File: config.mk
export PLATFORM = sky130hd
export DESIGN_NAME = booth_mul_seq
export DESIGN_NICKNAME = d
export VERILOG_FILES = /design/src/rtl/booth_mul_seq_pkg.sv /design/src/rtl/booth_mul_seq_rca.sv /design/src/rtl/booth_mul_seq.sv
export SDC_FILE = /design/constraint.sdc
export NUM_CORES = 1
export LEC_CHECK = 0
export ABC_AREA = 1
export BUFFER_PORTS_ARGS = -buffer_cell sky130_fd_sc_hd__buf_2
export CORE_ASPECT_RATIO = 1.5
export CORE_UTILIZATION = 48
export DETAILED_ROUTE_END_ITERATION = 10
export PLACE_DENSITY = 0.72
export SYNTH_ARGS = -nofsm -noshare
export SYNTH_HDL_FRONTEND = slang
export SYNTH_HIERARCHICAL = 1
export SYNTH_SLANG_ARGS = --single-unit
File: constraint.sdc
create_clock -name clk -period 5.2 [get_ports clk]
set_clock_uncertainty 0.2 [all_clocks]
set_input_delay 0 -clock clk [delete_from_list [all_inputs] [get_ports clk]]
set_output_delay 0 -clock clk [all_outputs]
set_load 0.005 [all_outputs]
File: src/rtl/booth_mul_seq_pkg.sv
// Shared definitions for the sequential Booth multiplier: operand and accumulator
// widths, controller states and Booth recoding pair values.
package booth_mul_seq_pkg;

  localparam int WIDTH = 8;
  localparam int ACC_W = WIDTH + 1;
  localparam int CNT_W = 3;

  // Counter value of the final Booth iteration.
  localparam logic [CNT_W-1:0] CNT_LAST = CNT_W'(WIDTH - 1);

  typedef enum logic [1:0] {
    IDLE = 2'd0,
    RUN  = 2'd1,
    DONE = 2'd2
  } state_t;

  // {Q[0], q_1} recoding pairs
  localparam logic [1:0] BOOTH_NOP0 = 2'b00;
  localparam logic [1:0] BOOTH_ADD  = 2'b01;
  localparam logic [1:0] BOOTH_SUB  = 2'b10;
  localparam logic [1:0] BOOTH_NOP1 = 2'b11;

endpackage

File: src/rtl/booth_mul_seq_rca.sv
// Ripple-carry adder shared by the multiplier for every add and subtract step.
// Subtraction is done by the caller inverting y and setting ci.
module booth_mul_seq_rca #(
  parameter int W = 9
) (
  input  logic [W-1:0] x,
  input  logic [W-1:0] y,
  input  logic         ci,
  output logic [W-1:0] s,
  output logic         co,
  output logic         ovf
);

  always_comb begin
    logic carry;
    logic carry_msb;
    s         = '0;
    carry     = ci;
    carry_msb = 1'b0;
    for (int i = 0; i < W; i++) begin
      if (i == W - 1) carry_msb = carry;
      s[i]  = x[i] ^ y[i] ^ carry;
      carry = (x[i] & y[i]) | (carry & (x[i] ^ y[i]));
    end
    co  = carry;
    ovf = carry ^ carry_msb;
  end

endmodule

File: src/rtl/booth_mul_seq.sv
// Sequential signed 8x8->16 radix-2 Booth multiplier with a start/done handshake.
// One add/sub plus arithmetic shift per clock through a single shared 9-bit RCA.
module booth_mul_seq
  import booth_mul_seq_pkg::*;
(
  input  logic                 clk,
  input  logic                 rst,
  input  logic                 start,
  input  logic [WIDTH-1:0]     a,
  input  logic [WIDTH-1:0]     b,
  output logic                 busy,
  output logic                 done,
  output logic [2*WIDTH-1:0]   product
);

  state_t             state_reg, state_next;
  logic [ACC_W-1:0]   acc_reg;
  logic [ACC_W-1:0]   m_reg;
  logic [WIDTH-1:0]   q_reg;
  logic               q_1_reg;
  logic [CNT_W-1:0]   cnt_reg;
  logic [2*WIDTH-1:0] product_reg;

  logic               accept;
  logic               last_iter;
  logic [1:0]         booth_pair;
  logic [ACC_W-1:0]   rca_y;
  logic               rca_ci;
  logic [ACC_W-1:0]   rca_s;
  logic [ACC_W-1:0]   sum_s;
  logic               rca_co_unused;
  logic               rca_ovf_unused;

  assign accept     = start && ((state_reg == IDLE) || (state_reg == DONE));
  assign last_iter  = (state_reg == RUN) && (cnt_reg == CNT_LAST);
  assign booth_pair = {q_reg[0], q_1_reg};

  // Operand inversion and carry-in turn the shared adder into a subtractor.
  always_comb begin
    rca_y  = m_reg;
    rca_ci = 1'b0;
    if (booth_pair == BOOTH_SUB) begin
      rca_y  = ~m_reg;
      rca_ci = 1'b1;
    end
  end

  booth_mul_seq_rca #(
    .W (ACC_W)
  ) u_rca (
    .x   (acc_reg),
    .y   (rca_y),
    .ci  (rca_ci),
    .s   (rca_s),
    .co  (rca_co_unused),
    .ovf (rca_ovf_unused)
  );

  always_comb begin
    sum_s = acc_reg;
    case (booth_pair)
      BOOTH_ADD,
      BOOTH_SUB:  sum_s = rca_s;
      BOOTH_NOP0,
      BOOTH_NOP1: sum_s = acc_reg;
      default:    sum_s = acc_reg;
    endcase
  end

  always_ff @(posedge clk or posedge rst) begin
    if (rst) begin
      state_reg <= IDLE;
    end else begin
      state_reg <= state_next;
    end
  end

  always_comb begin
    state_next = state_reg;
    case (state_reg)
      IDLE:    if (start) state_next = RUN;
      RUN:     if (cnt_reg == CNT_LAST) state_next = DONE;
      DONE:    state_next = start ? RUN : IDLE;
      default: state_next = IDLE;
    endcase
  end

  always_comb begin
    busy = (state_reg == RUN);
    done = (state_reg == DONE);
  end

  always_ff @(posedge clk or posedge rst) begin
    if (rst) begin
      acc_reg     <= '0;
      m_reg       <= '0;
      q_reg       <= '0;
      q_1_reg     <= 1'b0;
      cnt_reg     <= '0;
      product_reg <= '0;
    end else begin
      if (accept) begin
        m_reg   <= {a[WIDTH-1], a};
        q_reg   <= b;
        acc_reg <= '0;
        q_1_reg <= 1'b0;
        cnt_reg <= '0;
      end else if (state_reg == RUN) begin
        {acc_reg, q_reg, q_1_reg} <= {sum_s[ACC_W-1], sum_s, q_reg};
        cnt_reg                   <= cnt_reg + CNT_W'(1);
      end
      // Product taken from the post-shift value so it is valid in the DONE cycle.
      if (last_iter) begin
        product_reg <= {sum_s, q_reg[WIDTH-1:1]};
      end
    end
  end

  assign product = product_reg;

endmodule

==> results.md <==
- Outcome: finished, final reports clean
- Smallest hold slack: 0.0318 ns
- Worst-Margin Slew: between 0.5 and 0.6 ns
- Final Hold Viols: 0
- Syn Area/Cell: 8.41 um2
- Clock-pin transition on the worst setup and hold timing paths: 0.08 ns
- Average wire per standard cell: 11.6 um
- Number of antenna violations at the first check in global routing: 0
- Gr busiest metal: met2
- Met3 usage: 4.61%
- Most frequent cells in the layout: nand2_1 (152), dfrtp_1 (46), buf_2 (36)
- Antenna-violating nets left: 0
- Final Core Density: a little over three fifths
- Sw Share: 44.1%
- WP data arrival: 4.96 ns
- RSZ-0062 raised after global routing: false
- Post-CTS Setup Bufs: 0
- Max-slew violation count: 0
- Worst-skew pair later-pin latency: roughly 0.30 ns
- Mapped cell area: 2340 um2
- Final HPWL DP: 3020 um
- DR vias: approximately 1900
- Crit Path Category: reg2reg
- Max clock buf depth: 2
- Met2 Use GR: 35.4%
- GRT met1 Usage: 25.2%
- PwrDens: approximately 670 nW/um2
- Worst VDD drop: 0.276 mV
- Worst min path class: in2reg
- DR iter-0 viols: 86
- Via density: 4.76
- Largest stage delay, worst path: 0.42 ns
- Crit Path Max Fanout: 3
- Number of CTS-inserted buffers: 5
- Largest register FFs: 16
- Ant. Diodes: 0
- Max Fclk: 203 MHz
- Comb pwr share: between 50% and 60%
- Mapped Nets: 309
- CP endpoint kind: flop
- Min Clock Period, post-route: around 4.9 ns
- CP Launch Type: flop
- Die height: 87.5 um
- Clk sinks: 46
- Rel. slew slack: 62.5%
- Vias in the first global route: ~1800
- Worst path cell trace: ha_1, xor2_1, fa_1, inv_1, fa_1, inv_1, fa_1, fa_1, fa_1, fa_1, fa_1, fa_1, inv_1, fa_1, inv_1, nand2_1, nand2_1, nand2_1, nand2_1
- Post-Syn Instances: 278
- Io pins: 37
- Htree depth: 2
- Final period util: 94.6%
- Die W: 59.0 um
- Largest net degree at the start of global routing: 47
- Critical path's slowest cell: fa_1
- Core ar.: 4620 um2
- Die area: a little over 5000 um2
- Part of the power in registers: 34.2%
- Tot GR Track Use: approximately a fifth
- # setup viols final: 0
- Clk pwr share: a little over an eighth
- Gr ovfl total: 0
- Site Rows: 30
- HP Start: start
- Worst Setup SP: q_reg[0]$_DFFE_PP0P_
- Psw: 0.861 mW
- Routed WL: 4650 um
- Share of layout cells above drive strength 1: between 15 and 20%
- Final nets: 369
- Gpl congestion: around 0.81
- Pint: 1.09 mW
- CTS tree: built
- Initial Util: 50.6%
- Most used cell, CP: fa_1
- IO Port Bufs: 36
- Drt first pass iters: 7
- Leakage: between 1.5 and 2 nW
- Worst EP required: 5.24 ns
- R2R Path Start: q_reg[0]$_DFFE_PP0P_
- TNS Setup: 0 ns
- Clock root buffer: clkbuf_8
- Yosys warns: 6
- Commonest non-fill, non-tap cell in the layout: nand2_1
- Max-cap viol count: 0
- DRC: 0
- First-pass GRT wire length: roughly 8000 um
- Area grow syn2layout: 23.8%
-- through the flow --
stage / worst slack, ns / std cells / instance area, um2 / power, mW
after floorplan: 0.368 / 278 / 2340 / 1.43
after global placement: 0.441 / 371 / 2540 / 1.62
after detailed placement: 0.332 / 371 / 2540 / 1.66
after CTS: 0.314 / 402 / 2890 / 1.96
after global routing: 0.0655 / 402 / 2890 / 2.16
final: 0.282 / 402 / 2890 / 1.95
-- routing by layer --
metal  wire, um  share of wire [%]
met1       2030                 44
met3        157                3.4
met5          0                  0
met2       2370                 51
met4         89                1.9
-- final cells by class --
class                      count  area (um2)
fill                         397        1720
sequential                    46        1150
multi-input combinational    199        1020
timing repair buffer          62         435
inverter                      24        95.1
clock buffer                   6        82.6
tap                           64        80.1
clock inverter                 1        30.0
-- path summary, 6_finish.rpt --
path / cells past startpoint / slack (ns) / endpoint
worst max register to register: 19 / 0.28 / product[15]$_DFFE_PP0P_
worst min-delay path: 3 / 0.03 / state_reg[0]$_DFFE_PP0P_
min in group asynchronous: 4 / 0.17 / product[12]$_DFFE_PP0P_
worst max-delay path: 19 / 0.28 / product[15]$_DFFE_PP0P_
worst min register to register: 2 / 0.28 / product[14]$_DFFE_PP0P_
max in group asynchronous: 4 / 4.24 / product[0]$_DFFE_PP0P_
-- worst max-delay path: cells and delay by family (launching register included) --
| kind | cells | cell delay (ns) |
|---|---|---|
| adders and majority gates | 10 | 3.56 |
| buffers and inverters | 4 | 0.28 |
| DFF | 1 | 0.40 |
| and+or+nand+nor | 4 | 0.26 |
| xor gates and xnor gates | 1 | 0.17 |
-- power by group through the flow --
| stage | combinational (mW) | sequential, mW | clock, mW |
|---|---|---|---|
| floorplan | 0.781 | 0.644 | 0 |
| global placement | 0.951 | 0.665 | 0 |
| detailed placement | 0.988 | 0.670 | 0 |
| CTS | 1.02 | 0.665 | 0.272 |
| global route | 1.18 | 0.692 | 0.285 |
| finish | 1.02 | 0.667 | 0.267 |
-- timing repair --
| action | in CTS | in global routing |
|---|---|---|
| setup endpoints to repair | 0 | 0 |
| hold buffers | 24 | 0 |
| gates resized for setup | 0 | 0 |
| hold endpoints to repair | 62 | 0 |
No activity file was read; power rests on OpenSTA's default activity.
